===== src/rtl/adpll_loop_ctrl.sv =====
// ADPLL loop controller: turns PFD up/down decisions into a saturating DCO
// control word. A binary-search acquisition phase (ACQ) narrows the step on
// every reversal or null, then a slow +/-1 tracking phase (TRACK) filters
// the PFD output and watches for settled phase or loss of lock.
module adpll_loop_ctrl #(
  parameter int CODE_W      = 8,
  parameter int CODE_MAX    = 127,
  parameter int CODE_INIT   = 64,
  parameter int STEP_INIT   = 32,
  parameter int STEP_RELOCK = 4,
  parameter int TRACK_N     = 4,
  parameter int UNLOCK_N    = 12,
  parameter int NULL_N      = 4
) (
  input  logic              phase_clk,
  input  logic              reset,
  input  logic              p_up,
  input  logic              p_down,
  input  logic              relock_req,
  output logic [CODE_W-1:0] dco_code,
  output logic              freq_lock,
  output logic              phase_lock,
  output logic              lock_lost,
  output logic [1:0]        state
);

  localparam int STEP_W = CODE_W + 1;
  localparam int RUN_W  = $clog2(UNLOCK_N + 1);
  localparam int TRK_W  = $clog2(TRACK_N + 1);
  localparam int NUL_W  = $clog2(NULL_N + 1);

  localparam logic [STEP_W-1:0] MAX_X       = STEP_W'(CODE_MAX);
  localparam logic [STEP_W-1:0] STEP_ONE    = STEP_W'(1);
  localparam logic [STEP_W-1:0] STEP_INIT_X = STEP_W'(STEP_INIT);
  localparam logic [STEP_W-1:0] STEP_REL_X  = STEP_W'(STEP_RELOCK);
  localparam logic [RUN_W-1:0]  RUN_MAX     = RUN_W'(UNLOCK_N);
  localparam logic [TRK_W-1:0]  TRK_MAX     = TRK_W'(TRACK_N);
  localparam logic [NUL_W-1:0]  NUL_MAX     = NUL_W'(NULL_N);

  typedef enum logic [1:0] {ST_ACQ = 2'd0, ST_TRACK = 2'd1} state_t;
  typedef enum logic [1:0] {DIR_NONE = 2'd0, DIR_UP = 2'd1, DIR_DN = 2'd2} dir_t;

  state_t              r_state, w_stateNxt;
  logic [CODE_W-1:0]   r_code, w_codeNxt;
  logic [STEP_W-1:0]   r_step, w_stepNxt;
  dir_t                r_lastDir, w_lastDirNxt;
  dir_t                r_runDir, w_runDirNxt;
  logic [RUN_W-1:0]    r_runCnt, w_runCntNxt;
  logic [TRK_W-1:0]    r_trkCnt, w_trkCntNxt;
  logic [NUL_W-1:0]    r_nullCnt, w_nullCntNxt;
  logic                r_freqLock, w_freqLockNxt;
  logic                r_phaseLock, w_phaseLockNxt;
  logic                r_lockLost, w_lockLostNxt;

  logic                w_up, w_dn, w_null;
  dir_t                w_dir;
  logic                w_reversal, w_stepOne, w_acqExit, w_sameRun;
  logic                w_unlock, w_trkHit;
  logic [RUN_W-1:0]    w_runNext;
  logic [TRK_W-1:0]    w_trkNext;
  logic [STEP_W-1:0]   w_amt, w_sum;
  logic [CODE_W-1:0]   w_codeUp, w_codeDn, w_codeStep;

  // Input decode: both or neither PFD outputs count as a null decision.
  assign w_up   = p_up & ~p_down;
  assign w_dn   = p_down & ~p_up;
  assign w_null = ~(w_up | w_dn);
  assign w_dir  = w_up ? DIR_UP : (w_dn ? DIR_DN : DIR_NONE);

  // Acquisition decisions.
  assign w_reversal = (w_up && r_lastDir == DIR_DN) || (w_dn && r_lastDir == DIR_UP);
  assign w_stepOne  = (r_step == STEP_ONE);
  assign w_acqExit  = (r_state == ST_ACQ) && (w_null || w_reversal) && w_stepOne;

  // Tracking run bookkeeping; the unlock check wins over a +/-1 correction.
  assign w_sameRun = !w_null && (w_dir == r_runDir);
  assign w_runNext = w_null ? '0 : (w_sameRun ? RUN_W'(r_runCnt + 1'b1) : RUN_W'(1));
  assign w_trkNext = w_sameRun ? TRK_W'(r_trkCnt + 1'b1) : TRK_W'(1);
  assign w_unlock  = (r_state == ST_TRACK) && !w_null && (w_runNext == RUN_MAX);
  assign w_trkHit  = (r_state == ST_TRACK) && !w_null && !w_unlock && (w_trkNext == TRK_MAX);

  // Code arithmetic is one bit wider than the code and clamps to [0, CODE_MAX].
  assign w_amt      = (r_state == ST_TRACK) ? STEP_ONE :
                      (w_reversal ? (w_stepOne ? STEP_ONE : (r_step >> 1)) : r_step);
  assign w_sum      = {1'b0, r_code} + w_amt;
  assign w_codeUp   = (w_sum > MAX_X) ? CODE_W'(CODE_MAX) : w_sum[CODE_W-1:0];
  assign w_codeDn   = (w_amt > {1'b0, r_code}) ? '0 : CODE_W'({1'b0, r_code} - w_amt);
  assign w_codeStep = w_up ? w_codeUp : w_codeDn;

  // State register.
  always_ff @(posedge phase_clk or posedge reset) begin
    if (reset) r_state <= ST_ACQ;
    else       r_state <= w_stateNxt;
  end

  // Next-state logic: relock beats everything, then acquisition exit or unlock.
  always_comb begin
    w_stateNxt = r_state;
    if (relock_req)                             w_stateNxt = ST_ACQ;
    else if (r_state == ST_ACQ && w_acqExit)    w_stateNxt = ST_TRACK;
    else if (r_state == ST_TRACK && w_unlock)   w_stateNxt = ST_ACQ;
  end

  // Datapath next values: code, step, direction memory, counters and flags.
  always_comb begin
    w_codeNxt      = r_code;
    w_stepNxt      = r_step;
    w_lastDirNxt   = r_lastDir;
    w_runDirNxt    = r_runDir;
    w_runCntNxt    = r_runCnt;
    w_trkCntNxt    = r_trkCnt;
    w_nullCntNxt   = r_nullCnt;
    w_freqLockNxt  = r_freqLock;
    w_phaseLockNxt = r_phaseLock;
    w_lockLostNxt  = 1'b0;
    if (relock_req) begin
      w_stepNxt      = STEP_INIT_X;
      w_lastDirNxt   = DIR_NONE;
      w_runDirNxt    = DIR_NONE;
      w_runCntNxt    = '0;
      w_trkCntNxt    = '0;
      w_nullCntNxt   = '0;
      w_freqLockNxt  = 1'b0;
      w_phaseLockNxt = 1'b0;
    end else if (r_state == ST_ACQ) begin
      if (!w_null) begin
        w_codeNxt    = w_codeStep;
        w_lastDirNxt = w_dir;
        if (w_reversal && !w_stepOne) w_stepNxt = r_step >> 1;
      end else if (!w_stepOne) begin
        w_stepNxt = r_step >> 1;
      end
      if (w_acqExit) begin
        w_freqLockNxt  = 1'b1;
        w_phaseLockNxt = 1'b0;
        w_runDirNxt    = DIR_NONE;
        w_runCntNxt    = '0;
        w_trkCntNxt    = '0;
        w_nullCntNxt   = '0;
      end
    end else begin
      if (w_null) begin
        w_runDirNxt  = DIR_NONE;
        w_runCntNxt  = '0;
        w_trkCntNxt  = '0;
        w_nullCntNxt = (r_nullCnt == NUL_MAX) ? r_nullCnt : NUL_W'(r_nullCnt + 1'b1);
        if (w_nullCntNxt == NUL_MAX) w_phaseLockNxt = 1'b1;
      end else begin
        w_nullCntNxt   = '0;
        w_phaseLockNxt = 1'b0;
        if (w_unlock) begin
          w_stepNxt     = STEP_REL_X;
          w_lastDirNxt  = DIR_NONE;
          w_runDirNxt   = DIR_NONE;
          w_runCntNxt   = '0;
          w_trkCntNxt   = '0;
          w_freqLockNxt = 1'b0;
          w_lockLostNxt = 1'b1;
        end else begin
          w_runDirNxt = w_dir;
          w_runCntNxt = w_runNext;
          w_trkCntNxt = w_trkHit ? '0 : w_trkNext;
          if (w_trkHit) w_codeNxt = w_codeStep;
        end
      end
    end
  end

  // Datapath registers with asynchronous reset to the power-up operating point.
  always_ff @(posedge phase_clk or posedge reset) begin
    if (reset) begin
      r_code      <= CODE_W'(CODE_INIT);
      r_step      <= STEP_INIT_X;
      r_lastDir   <= DIR_NONE;
      r_runDir    <= DIR_NONE;
      r_runCnt    <= '0;
      r_trkCnt    <= '0;
      r_nullCnt   <= '0;
      r_freqLock  <= 1'b0;
      r_phaseLock <= 1'b0;
      r_lockLost  <= 1'b0;
    end else begin
      r_code      <= w_codeNxt;
      r_step      <= w_stepNxt;
      r_lastDir   <= w_lastDirNxt;
      r_runDir    <= w_runDirNxt;
      r_runCnt    <= w_runCntNxt;
      r_trkCnt    <= w_trkCntNxt;
      r_nullCnt   <= w_nullCntNxt;
      r_freqLock  <= w_freqLockNxt;
      r_phaseLock <= w_phaseLockNxt;
      r_lockLost  <= w_lockLostNxt;
    end
  end

  // Outputs come straight from registers.
  always_comb begin
    dco_code   = r_code;
    freq_lock  = r_freqLock;
    phase_lock = r_phaseLock;
    lock_lost  = r_lockLost;
    state      = r_state;
  end

endmodule


===== config.mk =====
export PLATFORM = sky130hd
export DESIGN_NAME = adpll_loop_ctrl
export DESIGN_NICKNAME = d
export VERILOG_FILES = /design/src/rtl/adpll_loop_ctrl.sv
export SDC_FILE = /design/constraint.sdc
export NUM_CORES = 1
export LEC_CHECK = 0
export ABC_CLOCK_PERIOD_IN_PS = 3700
export CAP_MARGIN = 10
export CORE_ASPECT_RATIO = 1.5
export CORE_MARGIN = 2
export CORE_UTILIZATION = 43
export CTS_BUF_LIST = sky130_fd_sc_hd__clkbuf_2 sky130_fd_sc_hd__clkbuf_4 sky130_fd_sc_hd__clkbuf_8
export DETAILED_ROUTE_END_ITERATION = 8
export PLACE_DENSITY = 0.6
export SYNTH_ARGS = -nofsm -noshare
export SYNTH_HDL_FRONTEND = slang
export SYNTH_SLANG_ARGS = --single-unit

===== constraint.sdc =====
create_clock -name phase_clk -period 3.7 [get_ports phase_clk]
set_input_delay 0.555 -clock phase_clk [delete_from_list [all_inputs] [get_ports phase_clk]]
set_output_delay 0.555 -clock phase_clk [all_outputs]
set_load 0.005 [all_outputs]

==> flow_summary.yaml <==
clock_tree:
  post_cts_buffers: 0
  clock_latency_ps: 290
  postCtsHoldBufs: 0
  cts_tree: "built"
  clock-root-buffer: "clkbuf_8"
  clock_sinks: 32
  cts_buffers: 5
  cts_buffer_depth: 2
  htreeDepth: 2
  path_clk_slew_ps: 70
run_status:
  status: "finished, final reports clean"
placement:
  placed_cell_area_um2: 3080
  pre_cts_slack_ps: -361
  hpwl_um: 5180
  io_buffers: 16
  gp_congestion: 0.946
power_and_ir_drop:
  p_comb_share_pct: 56.2
  swShare_pct: 40.0
  power.total_uw: 1810
  p_clk_share_pct: 16.4
  power.density_nw_per_um2: 550
  power.leakage_uw: 0.00156
  internal_power_uw: 1090
  peakVddDrop_mv: 0.208
  p_sw_uw: 725
  power_frac_seq_pct: 27.3
cells_and_area:
  drive_gt1_share_pct: 23.5
  multi_input_area_um2: 1740
  fin_util_pct: 56.6
  layout_common_cells: "buf_4 (40), dfrtp_1 (30), nor2_1 (28)"
  fillers: 536
  nNetsFinal: 376
  final-seq-area_um2: 803
  fin_area_um2: 3300
  area_growth_pct: 26.5
  n_antenna_cell: 0
  final_common_cell: "buf_4"
sta:
  fin_skew_ps: 9.25
  setup_slack_ps: 140
  fin_crit_ps: 3560
  hold_violations: 0
  fmax_mhz: 281
  setup_viol_count_final: 0
  period_share_pct: 96.2
  slew_violations: 0
  tightest_slew_ps: 856
  slew_headroom_pct: 42.9
  tns_ps: 0
floorplan:
  core-area_um2: 5830
  die_area_um2: 6720
  num_rows: 34
  die_width_um: 67.6
  start_util_pct: 44.7
  io_pins: 18
  die_h_um: 99.4
synthesis:
  postSynthCellCount: 291
  synthArstFlopShare_pct: 100
  synth_top_family_by_area: "simple AND/OR/NAND/NOR gates"
  ys.flop_type: "dfrtp_1"
  synth_cell_types: 63
  synth_area_per_cell_um2: 8.96
  yosysWarnings: 0
  syn_nets: 324
  muxShareOfSynthArea_pct: 3.12
  synth-xor-area-share_pct: 4.03
  synth_fa_ha_area_share_pct: 14.0
  yosys_register_bits: 32
  synth_edf_count: 0
  synth_compound_area_share_pct: 20.1
  ys_seq_area_share_pct: 30.8
  syn-cell-area_um2: 2610
  synth_simple_gate_area_share_pct: 20.5
route:
  drtIter0Drc: 75
  vias: 2326
  viasPerCell: 5.59
  dr.pass1.iters: 4
  antenna_left: 0
  drc: 0
  wl_per_cell_um: 16.4
  drt_wl_total_um: 6810
hold_path:
  holdPathStages: 1
  min_from: "r_trkCnt[2]"
  hold_class: "flip-flop to flip-flop"
run:
  drv_cap: 0
worst_setup_path:
  cp-end-kind: "flip-flop"
  startpoint: "p_up"
  crit_path_start_kind: "input pin"
  crit_required_ps: 3830
  critical_path_class: "input pin to flip-flop"
  worst_r2r_path_depth: 18
  critPathArrivalTime_ps: 3690
  cp_max_fo: 7
  reg2reg_from: "r_step[1]"
global_route:
  grt_pass1_vias: 2357
  grtUsageTotal_pct: 21.9
  grt_pass1_wl_um: 11000
  antenna_found_initial: 0
  grt_max_degree: 33
  overflow: 0
-- synth_stat cells, types with 2 or more instances --
cell,count,area (um^2)
and2_1,2,12.5
xor2_1,6,52.6
clkbuf_1,4,15.0
nand4_1,2,12.5
nand2_1,17,63.8
dfstp_2,2,52.6
and2b_1,2,15.0
fa_1,2,40.0
or2_2,4,25.0
a21oi_1,17,85.1
a22o_1,7,61.3
o31ai_1,3,22.5
o2111ai_1,2,17.5
clkbuf_8,2,27.5
ha_1,26,325
nor3_2,2,20.0
buf_2,2,10.0
nor2b_1,11,68.8
o211ai_1,2,15.0
buf_6,2,22.5
nor3_1,3,15.0
a22oi_1,3,22.5
a21o_1,2,15.0
a211oi_1,2,15.0
mux2i_1,7,70.1
xnor2_1,6,52.6
dfrtp_1,30,751
nand3b_1,5,37.5
and4_1,2,17.5
o21a_1,6,45.0
nand2b_1,9,56.3
nand3_1,4,20.0
nor2_1,28,105
inv_1,29,109
o21ai_0,8,40.0
a221oi_1,3,26.3
-- worst max-delay path, stage by stage --
cell and delay (ps):
clkdlybuf4s50_1 480, ha_1 160, nand2_1 50, o22ai_1 160, buf_4 170, nor2_1 50, a21oi_1 130, or2_2 140
inv_1 80, buf_4 150, fa_1 430, nand2b_1 110, a2bb2oi_2 70, and2_4 170, o311ai_4 360, buf_4 180
nor2b_4 150, a221oi_1 90
-- worst paths after layout --
| path | endpoint | slack, ps |
|---|---|---|
| worst max-delay path | dco_code[5] | 140 |
| worst min-delay path | r_trkCnt[2] | 510 |
| worst max register to register | dco_code[6] | 380 |
| worst min register to register | r_trkCnt[2] | 510 |
| max in group asynchronous | r_step[5] | 2710 |
| min in group asynchronous | dco_code[5] | 660 |
-- cells by family after synthesis --
kind of cell,Yosys count
compound gates,72
flops,32
mux,8
fa+ha+maj,28
other cells,1
simple gates,98
buf+inv,40
xor+xnor,12
-- cell type report --
type | instances | share of cell area, %
well taps | 72 | 2.73
flip-flops and latches | 32 | 24.4
clock buffers | 8 | 2.96
repair buffers | 56 | 14.0
multi-input cells | 219 | 52.7
inverters | 29 | 3.30
-- registers in the layout, summed over array words and instances, names as in the netlist --
| name | flops |
|---|---|
| dco_code | 8 |
| r_step | 6 |
| r_runCnt | 4 |
| r_nullCnt | 3 |
| r_trkCnt | 3 |
| r_lastDir | 2 |
| r_runDir | 2 |
| freq_lock | 1 |
| lock_lost | 1 |
| phase_lock | 1 |
| state | 1 |
-- per-stage QoR --
stage	hold slack (ps)	cells
after floorplan	477	291
after global placement	494	408
after detailed placement	501	408
after CTS	516	416
after global routing	520	416
final	515	416
-- power groups by stage --
stage | logic [uW] | clock network (uW) | registers [uW]
after CTS | 924 | 310 | 496
final | 1020 | 298 | 496
after global routing | 1120 | 319 | 504
after detailed placement | 906 | 0 | 503
after global placement | 912 | 0 | 500
after floorplan | 516 | 0 | 469
-- what timing repair did --
item | 4_1_cts | 5_1_grt
endpoints found under the hold margin | 0 | 0
setup endpoints to repair | 4 | 7
resized for setup | 3 | 21
pin swaps | 0 | 2
-- routing by layer --
metal  vias to the layer above  track usage, %  share of wire, %
li1                       1118               -                 -
met1                      1134            21.9                37
met2                        51            40.6                55
met3                        23            3.05               2.7
met4                         0            13.3               5.3
met5                         -               0                 0
Note: power is estimated with default switching activity, not from simulation.
